<file path="src/rtl/fetch_ctrl.sv">
// Instruction fetch controller: PC sequencing, redirects and a 2-entry {pc, instr} queue to decode.
// Optional FETCH_EBREAK_HALT_EN: stop fetching once an EBREAK has been queued.
module fetch_ctrl #(
  parameter logic [31:0] RESET_PC   = 32'h0000_0000,
  parameter int unsigned IMEM_WORDS = 10
) (
  input  logic        clk,
  input  logic        reset,
  input  logic        start,
  output logic [31:0] imem_addr,
  input  logic [31:0] imem_rd,
  input  logic        redirect_valid,
  input  logic [31:0] redirect_pc,
  output logic        out_valid,
  input  logic        out_ready,
  output logic [31:0] out_instr,
  output logic [31:0] out_pc,
  output logic        busy,
  output logic        fault
);

  localparam logic [32:0] PcLimit = 33'(IMEM_WORDS) * 33'd4;
  localparam logic [31:0] Ebreak  = 32'h0010_0073;

  typedef enum logic [1:0] {StIdle, StRun, StHalt} state_e;

  state_e      state_q, state_d;
  logic [31:0] pc_q, pc_d;
  logic [31:0] fifo_pc_q    [2];
  logic [31:0] fifo_instr_q [2];
  logic        wr_ptr_q, rd_ptr_q;
  logic [1:0]  count_q, count_d;
  logic        fault_q, fault_d;

  logic run, redir, misaligned, oob, pop, push, halt_req;

  assign run        = (state_q == StRun);
  assign redir      = run & redirect_valid;
  assign misaligned = (redirect_pc[1:0] != 2'b00);
  assign oob        = ({1'b0, pc_q} >= PcLimit);
  // Redirect owns the cycle: no pop, no push.
  assign pop        = (count_q != 2'd0) & out_ready & ~redir;
  assign push       = run & ~redir & ~oob & ((count_q != 2'd2) | pop);

`ifdef FETCH_EBREAK_HALT_EN
  assign halt_req = push & (imem_rd == Ebreak);
`else
  assign halt_req = 1'b0;
`endif

  always_ff @(posedge clk or posedge reset) begin
    if (reset) begin
      state_q <= StIdle;
    end else begin
      state_q <= state_d;
    end
  end

  always_comb begin
    state_d = state_q;
    unique case (state_q)
      StIdle: if (start) state_d = StRun;
      StRun: begin
        if ((redir & misaligned) | (~redir & oob) | halt_req) state_d = StHalt;
      end
      StHalt:  state_d = StHalt;
      default: state_d = StIdle;
    endcase
  end

  always_comb begin
    busy      = run;
    imem_addr = pc_q;
    out_valid = (count_q != 2'd0);
    out_pc    = fifo_pc_q[rd_ptr_q];
    out_instr = fifo_instr_q[rd_ptr_q];
    fault     = fault_q;
  end

  always_comb begin
    pc_d    = pc_q;
    fault_d = fault_q | (redir & misaligned) | (run & ~redir & oob);
    count_d = count_q;
    if (redir) begin
      count_d = 2'd0;
      if (!misaligned) pc_d = redirect_pc;
    end else begin
      if (push) pc_d = pc_q + 32'd4;
      unique case ({push, pop})
        2'b10:   count_d = count_q + 2'd1;
        2'b01:   count_d = count_q - 2'd1;
        default: count_d = count_q;
      endcase
    end
  end

  always_ff @(posedge clk or posedge reset) begin
    if (reset) begin
      pc_q     <= RESET_PC;
      fault_q  <= 1'b0;
      count_q  <= 2'd0;
      wr_ptr_q <= 1'b0;
      rd_ptr_q <= 1'b0;
      for (int i = 0; i < 2; i++) begin
        fifo_pc_q[i]    <= 32'd0;
        fifo_instr_q[i] <= 32'd0;
      end
    end else begin
      pc_q    <= pc_d;
      fault_q <= fault_d;
      count_q <= count_d;
      if (redir) begin
        wr_ptr_q <= 1'b0;
        rd_ptr_q <= 1'b0;
      end else begin
        if (push) begin
          fifo_pc_q[wr_ptr_q]    <= pc_q;
          fifo_instr_q[wr_ptr_q] <= imem_rd;
          wr_ptr_q               <= ~wr_ptr_q;
        end
        if (pop) rd_ptr_q <= ~rd_ptr_q;
      end
    end
  end

endmodule

</file>
<file path="config.mk">
export PLATFORM = sky130hd
export DESIGN_NAME = fetch_ctrl
export DESIGN_NICKNAME = d
export VERILOG_FILES = /design/src/rtl/fetch_ctrl.sv
export SDC_FILE = /design/constraint.sdc
export NUM_CORES = 1
export LEC_CHECK = 0
export CAP_MARGIN = 40
export CORE_ASPECT_RATIO = 1.4
export CORE_UTILIZATION = 63
export DETAILED_ROUTE_END_ITERATION = 8
export DONT_BUFFER_PORTS = 1
export PLACE_DENSITY = 0.81
export SLEW_MARGIN = 20
export SYNTH_ARGS = -nofsm -noshare
export SYNTH_HDL_FRONTEND = slang
export SYNTH_SLANG_ARGS = --single-unit
</file>
<file path="constraint.sdc">
create_clock -name clk -period 7.1 [get_ports clk]
set_input_delay 0.71 -clock clk [delete_from_list [all_inputs] [get_ports clk]]
set_output_delay 0.71 -clock clk [all_outputs]
set_load 0.03 [all_outputs]
</file>
### After elaboration in Yosys (flattened, before gate mapping)

Cells that the tools add are included.

| operators by class | value |
|---|---|
| $lt $le $gt $ge | 4 |
| reduce and logical (&&, ||, !) cells | 10 |
| eq/ne operators | 8 |
| $add $sub $neg | 3 |
| mux-type cells | 22 |
| bitwise logic cells | 19 |
| shifts and indexed selects | 0 |
| multiply operators | 0 |
| div/mod/pow operators | 0 |

Operator list:

| operator | number |
|---|---|
| 2-to-1 mux 32 bit | 10 |
| bitwise mux 64 bit | 2 |
| adder 32 x 3 -> 32 bit, second input constant | 1 |
| demux 32 bit (select 1 bit) | 1 |
| greater-or-equal comparator 32 x 6 -> 1 bit, second input constant | 1 |
| bitwise AND 1 bit | 9 |
| nonzero test 2 bit | 4 |
| 2-to-1 mux 2 bit | 3 |
| inequality test 2 bit, second input constant | 3 |
| case mux 2 bit (3 select lines) | 1 |
| AND reduction 2 bit | 3 |
| equality test 2 x 1 -> 1 bit, second input constant | 2 |
| equality test 2 bit, second input constant | 2 |
| greater-or-equal comparator 2 bit, second input constant | 2 |
| 2-to-1 mux 1 bit | 4 |
| inverter 1 bit | 4 |
| inverter 1 -> 2 bit | 2 |
| OR 1 bit | 4 |
| case mux 2 bit (2 select lines) | 1 |
| nonzero test 3 bit | 1 |
| adder 2 x 1 -> 2 bit, second input constant | 1 |
| zero test 2 bit | 1 |
| < comparator 2 x 1 -> 1 bit, second input constant | 1 |
| inequality test 2 x 1 -> 1 bit, second input constant | 1 |
| 2 further kinds | 2 |

| storage, ports and cells | value |
|---|---|
| bits in registers | 167 |
| memories | 0 |
| bits in read-only memories | 0 |
| bits in latches | 0 |
| input port bits | 69 |
| memory bits (writable) | 0 |

### Logic depth before layout (Yosys ltp)

| depth | value |
|---|---|
| word-level depth | 9 |
| mapped depth | 9 |
| mapped depth without buffers | 7 |

### Worst setup path before layout

No wires, ideal clock.

| timing | value |
|---|---|
| kind | register to register |
| start | register pc_q[2] (netlist: imem_addr[2]) |
| end | register fifo_pc_q[36] (netlist bit) |
| data arrival time | 2.560 ns |
| period minus slack after synthesis | 2.687 ns |
| cell stages (with the launch flop) | 10 |
| path slack | 4.413 ns |
| buffers on the path | 2 |
| cell sequence | dfrtp_1 > inv_1 > ha_1 > nor3b_1 > o211a_1 > nor4_4 > nor2b_1 > buf_4 > buf_6 > mux2_1 |

| between the ends | value |
|---|---|
| cells in the longest elaborated chain, start to end | 5 |

Ends and longest elaborated chain:

| element | line | text |
|---|---|---|
| from (decl) | 28 | `logic [31:0] pc_q, pc_d;` |
| from (signal assigned) | 109 | `pc_q <= pc_d;` |
| greater-or-equal comparator 32 x 6 -> 1 bit | 40 | `assign oob = ({1'b0, pc_q} >= PcLimit);` |
| inverter 1 bit | 43 | `assign push = run & ~redir & ~oob & ((count_q != 2'd2) \| pop);` |
| bitwise AND 1 bit (2 in a row) | 43 |  |
| AND reduction 2 bit (no source line) | -- |  |
| to (signal, indexed assignment) | 117 | `fifo_pc_q[wr_ptr_q] <= pc_q;` |
| to (decl) | 29 | `logic [31:0] fifo_pc_q [2];` |

Every way passes these cells.
A chain may end at the register's enable or synchronous reset.

### Worst setup path after layout

| timing | value |
|---|---|
| start | register pc_q[2] (netlist: imem_addr[2]) |
| end | register fifo_instr_q[48] (netlist bit) |

| between the ends | value |
|---|---|
| cells in the longest elaborated chain, start to end | 5 |

Ends and longest elaborated chain:

| element | line | text |
|---|---|---|
| greater-or-equal comparator 32 x 6 -> 1 bit | 40 |  |
| inverter 1 bit | 43 |  |
| bitwise AND 1 bit (2 in a row) | 43 |  |
| AND reduction 2 bit (no source line) | -- |  |
| to (signal, indexed assignment) | 118 | `fifo_instr_q[wr_ptr_q] <= imem_rd;` |
| to (decl) | 30 | `logic [31:0] fifo_instr_q [2];` |

Every way passes these cells.

==> flow_summary.json <==
{
  "met1Wirelength_um": 5890,
  "ir_drop_uv": 258,
  "worst_slew_pin_slew_ps": 751,
  "grt_pass1_wl_um": 23700,
  "synthTopCellsByArea": "dfrtp_1 (57%), mux2_2 (13%), mux2_1 (8.6%)",
  "die_width_um": 93.4,
  "worstRegToRegCells": 9,
  "syn_to_final_growth_pct": 10.6,
  "io_pins": 168,
  "insertedDiodeCount": 0,
  "fin_setup_tns_ps": 0,
  "ys_seq_area_share_pct": 56.7,
  "fin_ws_ps": 3880,
  "core_area_um2": 11300,
  "path_clk_slew_ps": 60,
  "hp-class": "primary input to async pin",
  "finalMaxSlewViolations": 0,
  "drc": 0,
  "routabilityCongestion": 0.899,
  "drt_first_pass_iters": 6,
  "criticalPathCategory": "flip-flop to flip-flop",
  "cap_violations": 0,
  "fin_crit_sh_pct": 45.3,
  "layout.nets": 647,
  "drt-initial-drc-count": 276,
  "antenna_left": 0,
  "clk_latency_ps": 410,
  "relSlewSlack_pct": 49.9,
  "place_ws_ps": 3660,
  "powerDensity_nw_per_um2": 304,
  "clockRootBuffer": "clkbuf_16",
  "cts_tree": "done",
  "num_vias": 4549,
  "leakagePower_uw": 0.00402,
  "clockBufferDepth": 2,
  "cts_resized": 0,
  "fmax_mhz": 311,
  "ys.warnings.count": 0,
  "ff2ff_setup_slack_ps": 3880,
  "yosys-top-cells-count": "dfrtp_1 (167), mux2_2 (88), mux2_1 (56), nor2b_1 (31)",
  "highest_layer": "met4",
  "io_buffers": 0,
  "hpwlAfterDp_um": 9890,
  "synth_nets": 649,
  "synth_largest_area_cell": "dfrtp_1",
  "dr_wl_met3_um": 1180,
  "syn_avg_cell_area_um2": 12.8,
  "rsz0062_at_grt": "false",
  "holdBufCountCts": 0,
  "arrival_ps": 3500,
  "dr_wl_met2_um": 7720,
  "ff_latch_area_um2": 4180,
  "syn_area_um2": 7360,
  "final_cells": 730,
  "ys_async_sr_fraction_pct": 100,
  "rows": 46,
  "synth_edf_count": 0,
  "grt_max_degree": 99,
  "die-area_um2": 12100,
  "antenna_found_initial": 0,
  "start_util_pct": 65.0,
  "grt_overflow": 0,
  "multiInputGateArea_um2": 3010,
  "synth_cell_types": 49,
  "cts_setup_buffers": 0,
  "num-fill-cells": 763,
  "htreeDepth": 4,
  "cts_buffers": 17,
  "status": "complete, no violations",
  "ys.flop_type": "dfrtp_1",
  "min_period_ps": 3220,
  "routed_wl_um": 15200,
  "required_ps": 7390,
  "die-height_um": 130,
  "clock-sinks": 167,
  "crit_path_start_kind": "flip-flop",
  "finalSetupViolCount": 0,
  "hold_viol_final": 0,
  "wl_per_cell_um": 20.8,
  "fin_skew_ps": 7.43,
  "postSynthRegisterBits": 167,
  "vias_per_cell": 6.23,
  "gr-usage-all-layers_pct": 25.8,
  "yosysMostFrequentCell": "dfrtp_1",
  "grt_pass1_vias": 4608,
  "placedCellCount": 696,
  "end_kind": "flip-flop",
  "synth_cells": 576,
  "crit_fanout": 63,
  "layout-drive-gt1-share_pct": 23.7,
  "synth_top_area_share_pct": 56.7
}
==> cells by family after synthesis <==
logic type / Yosys count / synth area share, %
buf+inv: 40 / 2.62
flops: 167 / 56.7
mux: 145 / 22.2
xor+xnor: 3 / 0.357
compound gates: 68 / 5.90
simple gates: 149 / 11.6
fa+ha+maj: 4 / 0.680
==> placed cells by master (no fill, tap or decap), drive strengths merged, types with 2 or more instances in the layout <==
cell type / n
nand4: 6
a21oi: 22
mux2: 144
nor2b: 31
and2: 29
o21ai: 9
inv: 13
xnor2: 2
and4: 2
o22ai: 12
o22a: 4
clkinv: 5
dfrtp: 167
nor3: 9
and3: 2
nand3: 9
nor3b: 4
nor2: 29
clkinvlp: 3
a211oi: 3
or2: 2
ha: 4
bufinv: 3
nand2: 11
o31ai: 2
a31oi: 4
buf: 9
o2bb2ai: 3
nor4: 12
clkbuf: 17
==> flip-flops by register name (all words and copies together) (netlist names) <==
name / flops
count_q: 2
fault: 1
fifo_instr_q: 64
fifo_pc_q: 64
imem_addr: 32
rd_ptr_q: 1
state_q: 2
wr_ptr_q: 1
==> layer usage <==
metal | GRT usage, % | vias up
met5 | 0 | -
met4 | 11.0 | 0
met3 | 8.97 | 32
met2 | 43.0 | 180
met1 | 30.2 | 2276
li1 | - | 2061
==> worst paths after layout <==
path / to / startpoint
max reg2reg: fifo_instr_q[48] / imem_addr[2]
min: fifo_pc_q[9] / reset
min in group clk: fifo_instr_q[12] / imem_rd[12]
min reg2reg: fifo_pc_q[22] / fifo_pc_q[22]
max in group asynchronous: fifo_pc_q[39] / reset
max: fifo_instr_q[48] / imem_addr[2]
==> metrics by stage <==
step                hold WS (ps)  utilization (%)  power, uW  area, um^2
finish                       147             71.8       2480        8140
global route                 155             71.8       2580        8140
CTS                          374             71.1       2490        8060
detailed placement           465             65.8       1560        7460
global placement             463             65.7       1540        7450
floorplan                    447                -       1470        7360
==> critical path, cell delays in order (launching register included) <==
cell and delay, ps:
dfrtp_1 650, inv_1 130, ha_1 220, nor3b_1 130, o211a_1 310, nor4_4 590
nor2b_4 240, buf_4 140, buf_16 280, mux2_1 380
==> where the power goes <==
group / internal [uW] / leakage, uW / switching [uW]
clock: 555 / 0.000286 / 373
sequential: 1030 / 0.00225 / 277
combinational: 108 / 0.00148 / 137
total: 1690 / 0.00402 / 787
==> cell type report <==
type / count / share of cell area (%)
clock buffers: 17 / 5.22
clock inverters: 14 / 2.15
inverters: 10 / 0.522
multi-input cells: 369 / 36.9
flip-flops and latches: 167 / 51.3
well taps: 144 / 2.21
repair buffers: 9 / 1.66
Note: power is estimated with default switching activity, not from simulation.
